## config.mk

```make
export PLATFORM = sky130hd
export DESIGN_NAME = falu_issue
export DESIGN_NICKNAME = d
export VERILOG_FILES = /design/src/rtl/fpu_pkg.sv /design/src/rtl/falu_cmd_fifo.sv /design/src/rtl/falu_issue.sv
export SDC_FILE = /design/constraint.sdc
export NUM_CORES = 2
export LEC_CHECK = 0
export CAP_MARGIN = 10
export CORE_ASPECT_RATIO = 0.7
export CORE_MARGIN = 2
export CORE_UTILIZATION = 59
export DETAILED_ROUTE_END_ITERATION = 6
export GPL_TIMING_DRIVEN = 0
export PLACE_DENSITY = 0.84
export SETUP_SLACK_MARGIN = 0.02
export SLEW_MARGIN = 15
export SYNTH_ARGS = -nofsm -noshare
export SYNTH_HDL_FRONTEND = slang
export SYNTH_SLANG_ARGS = --single-unit
```

## constraint.sdc

```tcl
create_clock -name clk -period 2.8 [get_ports clk]
set_clock_uncertainty 0.2 [all_clocks]
set_input_delay 0.28 -clock clk [delete_from_list [all_inputs] [get_ports clk]]
set_output_delay 0.28 -clock clk [all_outputs]
set_load 0.02 [all_outputs]
```

## src/rtl/fpu_pkg.sv

```systemverilog
// Shared definitions for the FP ALU command sequencer: opcodes, FSM states
// and the packed command width helper.
package fpu_pkg;

    localparam logic [1:0] OP_ADD = 2'b00;
    localparam logic [1:0] OP_SUB = 2'b01;
    localparam logic [1:0] OP_MUL = 2'b10;
    localparam logic [1:0] OP_DIV = 2'b11;

    typedef enum logic [1:0] {
        ST_IDLE = 2'b00,
        ST_EXEC = 2'b01,
        ST_RESP = 2'b10
    } state_t;

    // Command layout is {op, rd, ra, rb}.
    function automatic int cmd_width(input int rw);
        return 2 + 3 * rw;
    endfunction

endpackage

```

## src/rtl/falu_cmd_fifo.sv

```systemverilog
// Synchronous command FIFO; push/pop are ignored when full/empty so the
// caller may offer them unconditionally.
module falu_cmd_fifo #(
    parameter int DEPTH = 4,
    parameter int WIDTH = 11
) (
    input  logic                       clk,
    input  logic                       rst_n,
    input  logic                       push,
    input  logic [WIDTH-1:0]           din,
    input  logic                       pop,
    output logic [WIDTH-1:0]           dout,
    output logic                       full,
    output logic                       empty,
    output logic [$clog2(DEPTH):0]     count
);

    localparam int AW = $clog2(DEPTH);

    logic [WIDTH-1:0] mem [DEPTH];
    logic [AW-1:0]    wr_ptr;
    logic [AW-1:0]    rd_ptr;
    logic [AW:0]      cnt;
    logic             do_push;
    logic             do_pop;

    assign full    = (cnt == (AW+1)'(DEPTH));
    assign empty   = (cnt == '0);
    assign count   = cnt;
    assign dout    = mem[rd_ptr];
    assign do_push = push & ~full;
    assign do_pop  = pop & ~empty;

    // Pointers are AW bits wide, so they wrap modulo DEPTH on their own.
    always_ff @(posedge clk or negedge rst_n) begin
        if (!rst_n) begin
            wr_ptr <= '0;
            rd_ptr <= '0;
            cnt    <= '0;
        end else begin
            if (do_push) wr_ptr <= wr_ptr + 1'b1;
            if (do_pop)  rd_ptr <= rd_ptr + 1'b1;
            case ({do_push, do_pop})
                2'b10:   cnt <= cnt + 1'b1;
                2'b01:   cnt <= cnt - 1'b1;
                default: cnt <= cnt;
            endcase
        end
    end

    always_ff @(posedge clk) begin
        if (do_push) mem[wr_ptr] <= din;
    end

endmodule

```

## src/rtl/falu_issue.sv

```systemverilog
// Sequencer in front of the combinational FP ALU: buffers register-addressed
// commands, drives the operand bus, writes results back and presents them.
module falu_issue
    import fpu_pkg::*;
#(
    parameter int DEPTH   = 4,
    parameter int NREG    = 8,
    parameter int ALU_LAT = 1,
    localparam int RW     = $clog2(NREG)
) (
    input  logic          clk,
    input  logic          rst_n,
    input  logic          cmd_valid,
    output logic          cmd_ready,
    input  logic [1:0]    cmd_op,
    input  logic [RW-1:0] cmd_rd,
    input  logic [RW-1:0] cmd_ra,
    input  logic [RW-1:0] cmd_rb,
    input  logic          wr_en,
    input  logic [RW-1:0] wr_addr,
    input  logic [63:0]   wr_data,
    output logic [63:0]   alu_a,
    output logic [63:0]   alu_b,
    output logic [1:0]    alu_op,
    input  logic [63:0]   alu_y,
    output logic          res_valid,
    input  logic          res_ready,
    output logic [RW-1:0] res_rd,
    output logic [63:0]   res_data,
    output logic          busy
);

    localparam int CW   = cmd_width(RW);
    localparam int CNTW = $clog2(ALU_LAT + 1);

    state_t              state;
    logic [63:0]         regs [NREG];
    logic [RW-1:0]       rd_q;
    logic [CNTW-1:0]     wait_cnt;

    logic [CW-1:0]       fifo_dout;
    logic                fifo_full;
    logic                fifo_empty;
    logic [$clog2(DEPTH):0] fifo_count;
    logic                push;
    logic                pop;
    logic                wb_en;

    logic [1:0]          head_op;
    logic [RW-1:0]       head_rd;
    logic [RW-1:0]       head_ra;
    logic [RW-1:0]       head_rb;

    // cmd_ready comes from the registered count only: no pass-through when full.
    assign cmd_ready = ~fifo_full;
    assign push      = cmd_valid & cmd_ready;
    assign pop       = (state == ST_IDLE) & ~fifo_empty;
    assign wb_en     = (state == ST_EXEC) & (wait_cnt == CNTW'(1));
    assign busy      = (state != ST_IDLE) | ~fifo_empty;
    assign {head_op, head_rd, head_ra, head_rb} = fifo_dout;

    falu_cmd_fifo #(
        .DEPTH (DEPTH),
        .WIDTH (CW)
    ) u_fifo (
        .clk   (clk),
        .rst_n (rst_n),
        .push  (push),
        .din   ({cmd_op, cmd_rd, cmd_ra, cmd_rb}),
        .pop   (pop),
        .dout  (fifo_dout),
        .full  (fifo_full),
        .empty (fifo_empty),
        .count (fifo_count)
    );

    // Writeback is ordered after the host write so it wins on a collision.
    always_ff @(posedge clk or negedge rst_n) begin
        if (!rst_n) begin
            for (int i = 0; i < NREG; i++) regs[i] <= '0;
        end else begin
            if (wr_en) regs[wr_addr] <= wr_data;
            if (wb_en) regs[rd_q]    <= alu_y;
        end
    end

    always_ff @(posedge clk or negedge rst_n) begin
        if (!rst_n) begin
            state     <= ST_IDLE;
            alu_a     <= '0;
            alu_b     <= '0;
            alu_op    <= OP_ADD;
            rd_q      <= '0;
            wait_cnt  <= '0;
            res_valid <= 1'b0;
            res_rd    <= '0;
            res_data  <= '0;
        end else begin
            case (state)
                ST_IDLE: begin
                    if (!fifo_empty) begin
                        alu_a    <= regs[head_ra];
                        alu_b    <= regs[head_rb];
                        alu_op   <= head_op;
                        rd_q     <= head_rd;
                        wait_cnt <= CNTW'(ALU_LAT);
                        state    <= ST_EXEC;
                    end
                end
                ST_EXEC: begin
                    if (wait_cnt == CNTW'(1)) begin
                        res_data  <= alu_y;
                        res_rd    <= rd_q;
                        res_valid <= 1'b1;
                        state     <= ST_RESP;
                    end else begin
                        wait_cnt <= wait_cnt - 1'b1;
                    end
                end
                ST_RESP: begin
                    if (res_ready) begin
                        res_valid <= 1'b0;
                        state     <= ST_IDLE;
                    end
                end
                default: state <= ST_IDLE;
            endcase
        end
    end

endmodule
```

# ---- Yosys cells after proc, flatten, opt, wreduce, memory -nomap -nowiden
# Memory sizes are Yosys's and may differ from the RTL's.
# Cells that the tools add are included.
dict set report op_classes {
  muxes 27
  eq_ne 8
  add_sub_neg 5
  reduce_logical 13
  order_cmp 6
  bitwise 12
}
# op count
set op_table {}
lappend op_table {{512-bit bitwise mux} 2}
lappend op_table {{512-bit 2-to-1 mux} 2}
lappend op_table {{64-bit binary-select mux with 3-bit select} 2}
lappend op_table {{64-bit demux with 3-bit select} 2}
lappend op_table {{64-bit 2-to-1 mux} 6}
lappend op_table {{4-bit greater-or-equal comparator, second input constant} 4}
lappend op_table {{3-bit NOT with 4-bit output} 4}
lappend op_table {{4-bit by 1-bit less-than comparator with 1-bit output, second input constant} 2}
lappend op_table {{2-bit nonzero test} 4}
lappend op_table {{1-bit 2-to-1 mux} 6}
lappend op_table {{2-bit 2-to-1 mux} 3}
lappend op_table {{2-bit inequality test, second input constant} 3}
lappend op_table {{2-bit case mux with 3 select lines} 1}
lappend op_table {{3-bit case mux with 2 select lines} 1}
lappend op_table {{2-bit AND reduction} 3}
lappend op_table {{3-bit AND reduction} 2}
lappend op_table {{1-bit bitwise AND} 5}
lappend op_table {{2-bit by 1-bit adder with 2-bit output, second input constant} 2}
lappend op_table {{2-bit by 1-bit equality test with 1-bit output, second input constant} 2}
lappend op_table {{2-bit equality test, second input constant} 2}
lappend op_table {{1-bit case mux with 2 select lines} 2}
lappend op_table {{3-bit by 1-bit adder with 3-bit output, second input constant} 1}
lappend op_table {{3-bit equality test, second input constant} 1}
lappend op_table {{3-bit logical NOT} 1}
lappend op_table {{other kinds (6)} 8}
dict set report totals {
  ff_bits 723
  elab_cells 92
  mem_bits_rw 44
  input_bits 147
  out_inout_bits 200
  memories 1
}
# name depth width rd rd_clocked_by_memory_dff wr line
set memory_table {}
lappend memory_table {u_fifo.mem 4 11 1 0 1 falu_cmd_fifo.sv:20} ;# logic [WIDTH-1:0] mem [DEPTH];

# ---- Longest topological paths before layout
dict set report depth {
  depth_word 9
  ltp_mapped 11
  ltp_nobuf 10
}

# ---- By module
# From an unflattened synthesis, not the netlist that was laid out.
dict set report unflattened {
  cells_unflattened 3239
  area_unflattened_um2 44343.8
}
# mod cells_per_inst seq_area_each_um2 area_per_inst_um2 instances
set modules_own_cells {}
lappend modules_own_cells {falu_issue 3145 17917.2 42311.8 1}
lappend modules_own_cells {falu_cmd_fifo 94 1496.4 2031.9 1}

# ---- Least setup slack after synthesis
# Ideal clock, no wire load.
dict set report synth_timing {
  path_type {reg-to-reg}
  start {register state[0]}
  end {register u_fifo.cnt[2] (netlist: u_fifo.count[2])}
  setup_time_ns 0.079
  period_less_slack_ns 2.428
  path_stages_with_launch 12
  t_required_ns 2.521
  path_slack_ns 0.372
  t_arrival_ns 2.149
  n_path_buf 2
  cell_sequence {dfrtp_1 > nor2_1 > nand2b_1 > clkinv_1 > clkbuf_1 > buf_2 > ha_1 > inv_1 > fa_1 > xor2_1 > nor2_1 > xor2_1}
}
dict set report synth_via {
  elab_chain_len 5
  elab_cells_between_ends 7
  cone_classes {eq/ne: 2; mux: 1; bitwise: 2; reduce/logical: 2}
}
# item line
set synth_rtl {}
lappend synth_rtl {{from (decl)} falu_issue.sv:36} ;# state_t state;
lappend synth_rtl {{from (signal assigned)} falu_issue.sv:89} ;# state <= ST_IDLE;
lappend synth_rtl {{from (signal assigned)} falu_issue.sv:107} ;# state <= ST_EXEC;
lappend synth_rtl {{from (signal assigned)} falu_issue.sv:115} ;# state <= ST_RESP;
lappend synth_rtl {{2-bit logical NOT (*)} falu_issue.sv:57} ;# assign pop = (state == ST_IDLE) & ~fifo_empty;
lappend synth_rtl {{1-bit bitwise AND (*)} falu_issue.sv:57}
lappend synth_rtl {{named net pop} falu_issue.sv:46} ;# logic pop;
lappend synth_rtl {{1-bit bitwise AND (*)} falu_cmd_fifo.sv:32} ;# assign do_pop = pop & ~empty;
lappend synth_rtl {{2-bit by 1-bit equality test with 1-bit output or 2-bit equality test (tied branches)} falu_cmd_fifo.sv:43} ;# case ({do_push, do_pop})
lappend synth_rtl {{3-bit case mux with 2 select lines or 2-bit nonzero test (tied branches)} n/a}
lappend synth_rtl {{to (signal assigned)} falu_cmd_fifo.sv:44} ;# 2'b10: cnt <= cnt + 1'b1;
lappend synth_rtl {{to (signal assigned)} falu_cmd_fifo.sv:45} ;# 2'b01: cnt <= cnt - 1'b1;
lappend synth_rtl {{to (signal assigned)} falu_cmd_fifo.sv:46} ;# default: cnt <= cnt;
lappend synth_rtl {{to (decl)} falu_cmd_fifo.sv:23} ;# logic [AW:0] cnt;
# The timed path passes the listed nets; every way through them passes the cells marked *.
# A chain may end at the register's enable or synchronous reset.

# ---- Final worst setup path
dict set report layout_timing {
  start {register u_fifo.rd_ptr[0]}
  end {register alu_b[50]}
}
dict set report layout_via {
  elab_chain_len 5
}
# item line
set layout_rtl {}
lappend layout_rtl {{from (decl)} falu_cmd_fifo.sv:22} ;# logic [AW-1:0] rd_ptr;
lappend layout_rtl {{from (signal assigned)} falu_cmd_fifo.sv:42} ;# if (do_pop) rd_ptr <= rd_ptr + 1'b1;
lappend layout_rtl {{memory 4 x 11 bit} n/a}
lappend layout_rtl {{3-bit NOT with 4-bit output (implied by the code)} falu_issue.sv:103} ;# alu_b <= regs[head_rb];
lappend layout_rtl {{64-bit binary-select mux with 3-bit select} falu_issue.sv:103}
lappend layout_rtl {{64-bit 2-to-1 mux (implied by the code) (2 in series)} falu_issue.sv:103}
lappend layout_rtl {{to (signal assigned)} falu_issue.sv:103}
lappend layout_rtl {{to (decl)} falu_issue.sv:23} ;# output logic [63:0] alu_b,
# Every way passes these cells. The select of a mux whose other input is x is not followed.

==> flow_summary.yaml <==
run_status:
  status: "complete, but fails checks"
  violations: "negative setup slack"
power:
  vdd_drop_max_uv: 881
  powerDensity_nw_per_um2: 1360
  total_power_mw: 67.2
  p_leak_nw: 22.6
die:
  initial_core_util_pct: 59.6
  die-area_um2: 72600
  dieWidth_um: 321
  rows: 81
  die_h_um: 226
  io_pins: 347
  core_area_um2: 69700
timing:
  hold_viol_final: 0
  min_period_ns: 2.82
  max_freq_ghz: 0.355
  slew_headroom_pct: 28.5
  tightest_slew_ns: 1.07
  finalCritPeriodShare_pct: 101
  drv_slew: 0
  rsz0062_at_grt: "true"
  finalWorstSetupSlack_ns: -0.0165
  setup_viol: 2
  whs_ns: 0.0478
route:
  ant_nets: 0
  drcViolationCount: 0
  num_vias: 36121
  dr.pass1.iters: 7
  wire_per_inst_um: 26.3
  wirelength_um: 145000
  routed_via_density: 6.58
  first_iter_violations: 5231
setup_path:
  required_ns: 3.13
  start_kind: "flip-flop"
  r2r_slack_ns: -0.02
  worstSetupPathType: "reg -> reg"
  cp_max_fo: 10
  slowest_delay_ns: 0.47
  slowest_stage: "dfrtp_2"
  cp_cell_sequence: "mux4_2 -> buf_2 -> buf_6 -> buf_4 -> mux2i_1 -> o22ai_1 -> o21ai_1 -> nand2_1"
  crit_arrival_ns: 3.15
  crit_path_end_kind: "flip-flop"
clocking:
  clk_pin_slew_ns: 0.06
  htreeDepth: 3
  cts_sinks: 767
  cts_inserted_buffers: 77
  tritoncts: "built"
  clk_latency_ns: 0.67
  clock_path_buffers: 3
  cts_root_buf: "clkbuf_16"
placement:
  dp.cells: 5210
  dpl.hpwl_um: 97500
  routabilityCongestion: 0.985
  pre_cts_ws_ns: -1.40
  port_buffers: 218
global_route:
  grt_pass1_wl_um: 215000
  gr-total-overflow: 0
  grt_usage_pct: 39.1
  grt_pass1_vias: 35555
  grt_max_degree: 103
  antenna_found_initial: 11
yosys:
  syn_nets: 4225
  synth-edff-count: 44
  synth_async_sr_flop_share_pct: 94.3
  synth_ff_type: "dfrtp_1"
  yosysWarnings: 0
  synth.avg_cell_area_um2: 10.2
  syn_area_um2: 41600
  yosys_register_bits: 767
  ys_types: 34
  synth-seq-area-share_pct: 46.7
  synthCells: 4072
final_layout:
  fin_util_pct: 70.6
  fillCellCount: 4827
  regArea_um2: 19400
  area_growth_pct: 18.5
  fin_cells: 5492
  nets: 4661
  drive_above_1_share_pct: 10.9
  multiInputGateArea_um2: 20000
min_path:
  min_path_type: "in -> async"
run:
  cap_violations: 0
area by class of cell:
type | count | area share [%]
Antenna cell | 8 | 0.0406
Buffer | 447 | 4.80
Clock buffer | 108 | 4.48
Clock inverter | 34 | 0.711
Inverter | 8 | 0.0711
Multi-Input combinational cell | 2849 | 40.6
Sequential cell | 767 | 39.4
Tap cell | 913 | 2.32
Timing Repair Buffer | 358 | 7.52
path summary, 6_finish.rpt:
path,end,startpoint,cells past startpoint
setup / recovery,alu_b[50]$_DFFE_PN0P_,u_fifo.rd_ptr[0]$_DFFE_PN0P_,8
hold / removal,rd_q[1]$_DFFE_PN0P_,rst_n,2
setup reg to reg,alu_b[50]$_DFFE_PN0P_,u_fifo.rd_ptr[0]$_DFFE_PN0P_,8
hold reg to reg,alu_b[17]$_DFFE_PN0P_,alu_b[17]$_DFFE_PN0P_,2
max in group asynchronous,res_data[30]$_DFFE_PN0P_,rst_n,4
min in group clk,u_fifo.mem[1][3]$_DFFE_PP_,cmd_ra[0],1
where the power goes:
| part | internal, mW | total (mW) | switching, mW |
|---|---|---|---|
| logic | 14.6 | 35.7 | 21.1 |
| clock network | 6.09 | 10.8 | 4.70 |
| registers | 16.6 | 20.7 | 4.14 |
registers in the layout, indices dropped and copies added, names as in the netlist:
name / cells
wait_cnt: 1
regs: 512
u_fifo.wr_ptr: 2
res_rd: 3
alu_op: 2
res_valid: 1
u_fifo.rd_ptr: 2
u_fifo.mem: 44
alu_a: 64
u_fifo.count: 3
rd_q: 3
alu_b: 64
res_data: 64
state: 2
cells by family (layout without fill, tap and decap cells):
group	Yosys count	in the layout	synth area share, %
other cells	0	8	0
xor+xnor	6	6	0.126
compound gates	901	901	12.7
mux	1102	1102	27.1
buf+inv	456	955	5.40
simple gates	834	834	7.76
flops	767	767	46.7
fa+ha+maj	6	6	0.199
critical path, delay by kind of cell, from the launching register on:
kind,cells,cell delay (ns)
AO/OA/AOI/OAI,2,0.45
multiplexers,2,0.74
buffers and inverters,3,0.74
AND/OR/NAND/NOR,1,0.10
flip-flops,1,0.47
synthesized netlist by cell type, types with 5 or more instances:
cell	n	area, um^2
nand2b_1	7	43.8
nand2_1	539	2020
clkbuf_1	222	833
buf_1	58	218
mux2i_1	1025	10300
buf_2	93	465
inv_1	7	26.3
nor2_1	262	983
mux4_2	11	248
o22ai_1	183	1140
ha_1	5	62.6
o22ai_2	73	913
buf_4	39	293
a21oi_1	257	1290
buf_6	36	405
o21ai_0	153	766
mux2_2	66	743
dfrtp_1	723	18100
o21ai_1	235	1180
edfxtp_1	44	1320
layout by cell type, fill, tap and decap left out, drive strengths merged, types with 11 or more instances in the layout:
cell	instances
o22ai	256
mux4	11
mux2	66
dlygate4sd3	129
edfxtp	44
inv	12
nand2	539
mux2i	1025
dfrtp	723
clkbuf	338
clkdlybuf4s50	217
nor2	262
a21oi	257
o21ai	388
clkinv	22
buf	229
through the flow:
step           TNS (ns)  cell area, um^2
6_report        -0.0328            49200
3_3_place_gp          -            44900
5_1_grt         -0.0663            49200
4_1_cts               0            49100
3_5_place_dp    -276.76            45100
2_1_floorplan         0            41600
repair_timing:
item	4_1_cts	5_1_grt
buffers inserted	4	0
resized for setup	47	64
hold buffers	129	0
pin swaps	0	1
setup endpoints to repair	488	218
hold endpoints to repair	611	0
per-layer routing:
metal	GRT usage (%)	up-vias	part of all wire, %
li1	-	15203	-
met1	52.7	17575	39
met2	55.6	2763	42
met3	14.0	568	14
met4	19.9	12	5.2
met5	0	-	0.053
(Power assumes the default switching activity.)
